[src/rtl/switch_led_io.sv]
// Memory-mapped switch/LED peripheral: synchronised and debounced switches, sticky edge flags, LED register, level irq.
// Optional LED brightness PWM is built only when SWITCH_LED_PWM_EN is defined.
module switch_led_io #(
   parameter int SW_WIDTH        = 19,
   parameter int LED_WIDTH       = 24,
   parameter int DEBOUNCE_CYCLES = 20000
) (
   input  logic                 clk,
   input  logic                 rst,
   input  logic [SW_WIDTH-1:0]  sw_in,
   input  logic                 io_rd,
   input  logic                 io_wr,
   input  logic [2:0]           io_addr,
   input  logic [31:0]          io_wdata,
   output logic [31:0]          io_rdata,
   output logic                 io_rvalid,
   output logic [LED_WIDTH-1:0] led_out,
   output logic                 irq
);

   localparam int CW = (DEBOUNCE_CYCLES > 2) ? $clog2(DEBOUNCE_CYCLES) : 1;
   localparam logic [CW-1:0] CNT_MAX = CW'(DEBOUNCE_CYCLES - 1);

   localparam logic [2:0] ADDR_SW_STATUS = 3'd0;
   localparam logic [2:0] ADDR_LED_DATA  = 3'd1;
   localparam logic [2:0] ADDR_SW_EDGE   = 3'd2;
   localparam logic [2:0] ADDR_CTRL      = 3'd3;
   localparam logic [2:0] ADDR_PWM_DUTY  = 3'd4;

   logic [SW_WIDTH-1:0]  sw_meta;
   logic [SW_WIDTH-1:0]  sw_sync;
   logic [SW_WIDTH-1:0]  sw_deb;
   logic [SW_WIDTH-1:0]  deb_next;
   logic [SW_WIDTH-1:0]  edge_set;
   logic [SW_WIDTH-1:0]  sw_edge;
   logic [SW_WIDTH-1:0]  w1c_mask;
   logic [CW-1:0]        db_cnt   [SW_WIDTH];
   logic [CW-1:0]        cnt_next [SW_WIDTH];
   logic [LED_WIDTH-1:0] led_data;
   logic                 led_en;
   logic                 irq_en;
   logic                 pwm_on;
   logic [31:0]          rd_mux;
   logic                 wr_led;
   logic                 wr_ctrl;
   logic                 unused_wdata;

   assign wr_led       = io_wr && (io_addr == ADDR_LED_DATA);
   assign wr_ctrl      = io_wr && (io_addr == ADDR_CTRL);
   assign w1c_mask     = (io_wr && (io_addr == ADDR_SW_EDGE)) ? io_wdata[SW_WIDTH-1:0] : '0;
   assign edge_set     = deb_next & ~sw_deb;
   assign unused_wdata = ^io_wdata;

   // Two-flop synchroniser for the raw, asynchronous board switches
   always_ff @(posedge clk or negedge rst) begin
      if (!rst) begin
         sw_meta <= '0;
         sw_sync <= '0;
      end else begin
         sw_meta <= sw_in;
         sw_sync <= sw_meta;
      end
   end

   // A bit is accepted only after DEBOUNCE_CYCLES consecutive cycles of disagreement; any agreement restarts the count
   always_comb begin
      deb_next = sw_deb;
      for (int i = 0; i < SW_WIDTH; i++) begin
         cnt_next[i] = '0;
         if (sw_sync[i] != sw_deb[i]) begin
            if (db_cnt[i] == CNT_MAX) begin
               deb_next[i] = sw_sync[i];
            end else begin
               cnt_next[i] = db_cnt[i] + 1'b1;
            end
         end
      end
   end

   always_ff @(posedge clk or negedge rst) begin
      if (!rst) begin
         sw_deb <= '0;
         for (int i = 0; i < SW_WIDTH; i++) begin
            db_cnt[i] <= '0;
         end
      end else begin
         sw_deb <= deb_next;
         for (int i = 0; i < SW_WIDTH; i++) begin
            db_cnt[i] <= cnt_next[i];
         end
      end
   end

   // Sticky rising-edge flags: a new edge in the same cycle as a W1C keeps the flag set
   always_ff @(posedge clk or negedge rst) begin
      if (!rst) begin
         sw_edge <= '0;
      end else begin
         sw_edge <= (sw_edge & ~w1c_mask) | edge_set;
      end
   end

   always_ff @(posedge clk or negedge rst) begin
      if (!rst) begin
         led_data <= '0;
         led_en   <= 1'b0;
         irq_en   <= 1'b0;
         irq      <= 1'b0;
      end else begin
         if (wr_led) begin
            led_data <= io_wdata[LED_WIDTH-1:0];
         end
         if (wr_ctrl) begin
            led_en <= io_wdata[0];
            irq_en <= io_wdata[1];
         end
         irq <= irq_en & (|sw_edge);
      end
   end

`ifdef SWITCH_LED_PWM_EN
   logic [7:0] pwm_cnt;
   logic [7:0] pwm_duty;

   // Free-running brightness counter; duty 0 keeps LEDs dark, 255 lights them 255 of 256 cycles
   always_ff @(posedge clk or negedge rst) begin
      if (!rst) begin
         pwm_cnt  <= '0;
         pwm_duty <= 8'hFF;
      end else begin
         pwm_cnt <= pwm_cnt + 8'd1;
         if (io_wr && (io_addr == ADDR_PWM_DUTY)) begin
            pwm_duty <= io_wdata[7:0];
         end
      end
   end

   assign pwm_on = (pwm_cnt < pwm_duty);
`else
   assign pwm_on = 1'b1;
`endif

   assign led_out = (led_en && pwm_on) ? led_data : '0;

   always_comb begin
      rd_mux = '0;
      case (io_addr)
         ADDR_SW_STATUS: rd_mux[SW_WIDTH-1:0]  = sw_deb;
         ADDR_LED_DATA:  rd_mux[LED_WIDTH-1:0] = led_data;
         ADDR_SW_EDGE:   rd_mux[SW_WIDTH-1:0]  = sw_edge;
         ADDR_CTRL:      rd_mux[1:0]           = {irq_en, led_en};
`ifdef SWITCH_LED_PWM_EN
         ADDR_PWM_DUTY:  rd_mux[7:0]           = pwm_duty;
`endif
         default:        rd_mux                = '0;
      endcase
   end

   // Read data is captured from pre-write register values and held until the next read
   always_ff @(posedge clk or negedge rst) begin
      if (!rst) begin
         io_rdata  <= '0;
         io_rvalid <= 1'b0;
      end else begin
         io_rvalid <= io_rd;
         if (io_rd) begin
            io_rdata <= rd_mux;
         end
      end
   end

endmodule

[config.mk]
export PLATFORM = sky130hd
export DESIGN_NAME = switch_led_io
export DESIGN_NICKNAME = d
export VERILOG_FILES = /design/src/rtl/switch_led_io.sv
export SDC_FILE = /design/constraint.sdc
export NUM_CORES = 1
export LEC_CHECK = 0
export ABC_CLOCK_PERIOD_IN_PS = 2400
export CAP_MARGIN = 40
export CORE_ASPECT_RATIO = 1.5
export CORE_MARGIN = 2
export CORE_UTILIZATION = 55
export CTS_CLUSTER_SIZE = 40
export DETAILED_ROUTE_END_ITERATION = 12
export GPL_ROUTABILITY_DRIVEN = 0
export GPL_TIMING_DRIVEN = 1
export PLACE_DENSITY = 0.73
export SLEW_MARGIN = 0
export SYNTH_ARGS = -nofsm -noshare
export SYNTH_HDL_FRONTEND = slang
export SYNTH_SLANG_ARGS = --single-unit
[constraint.sdc]
create_clock -name clk -period 2.4 [get_ports clk]
set_input_delay 0.48 -clock clk [delete_from_list [all_inputs] [get_ports clk]]
set_output_delay 0.48 -clock clk [all_outputs]
set_load 0.1 [all_outputs]
Yosys cells after proc, flatten, opt, wreduce, memory -nomap -nowiden
Cells that the tools add are included.
{ "word_totals": {"ff_bits": 413, "out_inout_bits": 58} }
{ "classes": {"n_reduce_logical": 5, "add_sub_neg": 19, "bitwise": 6, "eq_ne": 41, "mux": 81} }
{ "op_table": {"columns": ["cell", "count"], "rows": [
  ["15-bit two-way mux", 38],
  ["15-bit by 1-bit adder with 15-bit output (second input constant)", 19],
  ["15-bit equality test (second input constant)", 19],
  ["17-bit case mux with 3 select lines", 1],
  ["19-bit AND", 2],
  ["1-bit two-way mux", 38],
  ["19-bit inverter", 2],
  ["24-bit two-way mux", 1],
  ["19-bit two-way mux", 1],
  ["1-bit inequality test", 19],
  ["19-bit OR", 1],
  ["19-bit OR reduction", 1],
  ["2-bit case mux with 4 select lines", 1],
  ["3-bit by 2-bit equality test with 1-bit output (second input constant)", 2],
  ["5-bit two-way mux", 1],
  ["3-bit by 1-bit equality test with 1-bit output (second input constant)", 1],
  ["1-bit logical AND", 3],
  ["3-bit logical NOT", 1],
  ["1-bit AND", 1]
]} }

Depth between registers and ports, before layout
{ "logic_depth": {"word_depth": 6, "mapped_depth": 7, "depth_no_buf": 5} }

Worst setup path after synthesis
Ideal clock, no wire load.
{ "synth_path": {"kind": "register to register", "start": "register db_cnt[22] (netlist name)", "end": "register sw_deb[17]", "n_path_buf": 1, "stages_incl_launch_ff": 5, "setup_ps": 125, "t_arrival_ps": 1819, "setup_slack_ps": 456, "cell_sequence": "dfrtp_1 -> buf_6 -> or4b_1 -> or4_4 -> mux2_4"} }
{ "synth_via": {"elab_chain_len": 3} }
{ "synth_lines": {"columns": ["element", "line_no", "text"], "rows": [
  ["start, declared", "37", "logic [CW-1:0] db_cnt [SW_WIDTH];"],
  ["start signal, assigned by index", "89", "db_cnt[i] <= cnt_next[i];"],
  ["15-bit equality test", "71", "if (db_cnt[i] == CNT_MAX) begin"],
  ["1-bit two-way mux", "71", null],
  ["1-bit two-way mux", "70", "if (sw_sync[i] != sw_deb[i]) begin"],
  ["net deb_next[17]", "33", "logic [SW_WIDTH-1:0] deb_next;"],
  ["end signal, assigned", "87", "sw_deb <= deb_next;"],
  ["end, declared", "32", "logic [SW_WIDTH-1:0] sw_deb;"]
]} }
The timed path passes the listed nets, and every way through them passes these cells.
A chain may end at the register's enable or synchronous reset.

Worst setup path in the final report
{ "layout_path": {"start": "register led_en", "end": "output port led_out[0]"} }
{ "layout_via": {"elab_chain_len": 1} }
{ "layout_lines": {"columns": ["element", "line_no", "text"], "rows": [
  ["start, declared", "40", "logic led_en;"],
  ["start signal, assigned", "114", "led_en <= io_wdata[0];"],
  ["24-bit two-way mux", "143", "assign led_out = (led_en && pwm_on) ? led_data : '0;"],
  ["end, declared", "17", "output logic [LED_WIDTH-1:0] led_out,"]
]} }
Every way passes these cells.

==> implementation parameters <==
Parameter                              Value

Outcome
  Outcome    finished, final reports clean

Global route
  Tot GR Track Use    between 20 and 25%
  Number of antenna violations at the first check in global routing    1
  Via count of the first global-routing pass    between 10,000 and 15,000
  Wire length of the first global-routing pass    about 66,000 um
  Maximum number of pins on one net before global-route repair    between 60 and 70
  Remaining Overflow, GRT    0

Timing
  Number of endpoints failing setup at the final stage    0
  Relative slew margins    61.3%
  Fin crit period    2250 ps
  Hold Vio Cnt, Final    0
  RSZ-0062 raised after global routing    no
  Setup Total Neg Slack    0 ps
  F_max    around 440 MHz
  Final-report max-slew violation count    0
  Final worst-path cycle share    between 90 and 100%
  Slew at the pin closest to its max-slew limit    a little under 600 ps
  Setup Skew    around 13 ps

Power
  PD cells    approximately 730 mW/mm^2
  Design Power    ~16 mW
  Leakage power total    9.43 nW
  Worst IR drop on VDD    just over 0.5 mV

Synth
  Portion of the post-synthesis area used by sequential elements    between 50% and 60%
  Syn. warnings    0
  Area contributors post-synth    sky130_fd_sc_hd__dfrtp_1 (55%), sky130_fd_sc_hd__xnor2_1 (6.7%), sky130_fd_sc_hd__nor2_1 (6.1%), sky130_fd_sc_hd__xor2_1 (5.0%), sky130_fd_sc_hd__nand4_1 (2.8%)
  Cells after Synth    ~1,800
  Avg Inst Size Synth    approximately 10 um^2
  Share of Yosys cell area claimed by the top area cell type    between 50% and 60%
  Combined area of all synthesized cells    roughly 0.019 mm^2
  FFs w/ async S/R, synth    100%
  Count of different cell masters after synthesis    between 40 and 50
  Most frequently used flop master after synthesis    sky130_fd_sc_hd__dfrtp_1
  Number of flops mapped to enable cells by yosys    0
  Flop and latch count out of synthesis    approximately 410
  Dominant cell type by area after synthesis    sky130_fd_sc_hd__dfrtp_1

Min path
  Hold Crit Class    reg -> reg
  Cell count of the worst hold path    0

Floorplanning
  Total die area    ~0.036 mm^2
  Floorplan Core Area    between 0.03 and 0.04 mm^2
  Starting density of the core    55.6%
  Vertical die dimension    roughly 230 um
  Top-Level Pins    about 120
  Die span in x    ~160 um
  Standard-cell row count    83

Clock tree
  Clock buffer depth    3
  Maximum level of the CTS H-tree    2
  CTS tree    built
  Register clock-pin slew on the reported worst setup and hold paths    60 ps
  Clock network latency to the later pin of the worst-skew pair    between 500 and 600 ps
  # clock sinks    413
  Setup Fix Bufs, Post-CTS    0
  Number of buffers created by CTS    40
  Root buffer cell    sky130_fd_sc_hd__clkbuf_16

Finish
  Fraction of final layout cells with drive strength greater than 1    10.5%
  Fillers    between 2,000 and 3,000
  Most common library cell in the layout ignoring fill and taps    sky130_fd_sc_hd__dfrtp_1
  Multi-input logic area    just over 0.008 mm^2
  Number of antenna cells inserted    0
  Final layout net count    a little over 2,000
  Synth-to-layout area growth    16.3%
  Register area    approximately 0.010 mm^2
  Most frequent cells in the layout    sky130_fd_sc_hd__dfrtp_1 (412), sky130_fd_sc_hd__nor2_1 (307), sky130_fd_sc_hd__xnor2_1 (146)

Job
  Max-Cap Viols    0

Place
  Detailed-placement wirelength estimate    27,400 um
  Port bufs    99

Drt
  Via density per instance    5.61
  Routed Wire Length    roughly 39,000 um
  DRC errors left    0
  Iteration count of the initial detailed-routing pass    6
  Number of nets still failing antenna checks after routing    0
  Count of routing violations after the opening detailed-route iteration    689
  Via count    around 14,000
  Wire length per cell after detailed routing    about 16 um

Setup path
  Arrival time at the worst endpoint    roughly 1800 ps
  Logic depth of the worst register-to-register path    4
  Crit path capture type    primary output
  Worst EP required    1920 ps
  Worst setup SP type    flop
  Category of the most critical setup path    reg -> out
  Highest net fanout along the worst path    15
[cells by family after synthesis]
family | synth area share [%]
DFF | 54.5
AOI/OAI and AO/OA | 2.38
and+or+nand+nor | 23.4
muxes | 3.83
buffers and inverters | 2.83
other | 0.0198
xor gates and xnor gates | 11.7
adders and majority gates | 1.25
[what timing repair did]
action / 4_1_cts / 5_1_grt
gates resized for setup: 1 / 0
setup endpoints to repair: 13 / 0
hold buffers: 1 / 0
endpoints found under the hold margin: 51 / 0
[Yosys cell counts (19+ instances only)]
cell type,count
sky130_fd_sc_hd__nor4_1,51
sky130_fd_sc_hd__nand2_1,120
sky130_fd_sc_hd__mux2_2,43
sky130_fd_sc_hd__ha_1,19
sky130_fd_sc_hd__and4_1,26
sky130_fd_sc_hd__xnor2_1,146
sky130_fd_sc_hd__and2_1,28
sky130_fd_sc_hd__xor2_1,108
sky130_fd_sc_hd__inv_1,61
sky130_fd_sc_hd__o21ai_0,36
sky130_fd_sc_hd__and3_1,23
sky130_fd_sc_hd__nor2_1,307
sky130_fd_sc_hd__nand3_1,98
sky130_fd_sc_hd__nand4_1,85
sky130_fd_sc_hd__nand2b_1,33
sky130_fd_sc_hd__clkbuf_1,37
sky130_fd_sc_hd__dfrtp_1,413
sky130_fd_sc_hd__a21oi_1,29
sky130_fd_sc_hd__nor3_1,48
[through the flow]
step | instances | cell area [um^2] | hold slack [ps] | utilization [%] | setup WS [ps]
after detailed placement | 2336 | 20700 | 335 | 60.8 | 114
after floorplan | 1844 | 19000 | 184 | - | 456
after global placement | 2335 | 20700 | 333 | 60.8 | 99.9
final | 2409 | 22000 | 342 | 64.7 | 151
after global routing | 2409 | 22000 | 348 | 64.7 | 71.8
after CTS | 2409 | 22000 | 344 | 64.7 | 139
[cell type report]
type	count	share of cell area, %
sequential	413	46.9
multi-input combinational	1309	36.9
timing repair buffer	129	6.76
clock buffer	54	5.24
tap	425	2.41
inverter	61	1.04
clock inverter	18	0.727
[path summary, 6_finish.rpt]
path | from | slack [ps] | to
hold / removal | sw_meta[13] | 340 | sw_sync[13]
hold reg to reg | sw_meta[13] | 340 | sw_sync[13]
setup / recovery | led_en | 150 | led_out[0]
setup reg to reg | db_cnt[277] | 220 | db_cnt[275]
max in group asynchronous | rst | 1140 | db_cnt[54]
min in group asynchronous | rst | 490 | db_cnt[55]
[state kept, by name (all words and copies together) (netlist names)]
name       cells
sw_edge       19
sw_meta       19
sw_deb        19
db_cnt       285
led_data      24
io_rdata      24
irq_en         1
irq            1
io_rvalid      1
led_en         1
sw_sync       19
[power breakdown]
group / leakage (nW) / switching, mW / internal, mW / total [mW]
registers: 5.55 / 0.331 / 7.26 / 7.59
clock network: 0.653 / 2.66 / 3.61 / 6.27
logic: 3.23 / 1.51 / 0.771 / 2.28
[routing by layer]
metal  wire (um)  vias up  GRT usage, %
li1            -     6500             -
met1       16100     6693          27.8
met5           0        -             0
met3        1650       71          3.63
met2       20300      255          39.7
met4        1140        0          8.06
[critical path: stages (launching register included)]
cell,delay (ps)
sky130_fd_sc_hd__dfrtp_2,600
sky130_fd_sc_hd__buf_12,210
sky130_fd_sc_hd__and2_1,220
sky130_fd_sc_hd__buf_12,190
Power figures use the tool's default switching activity.
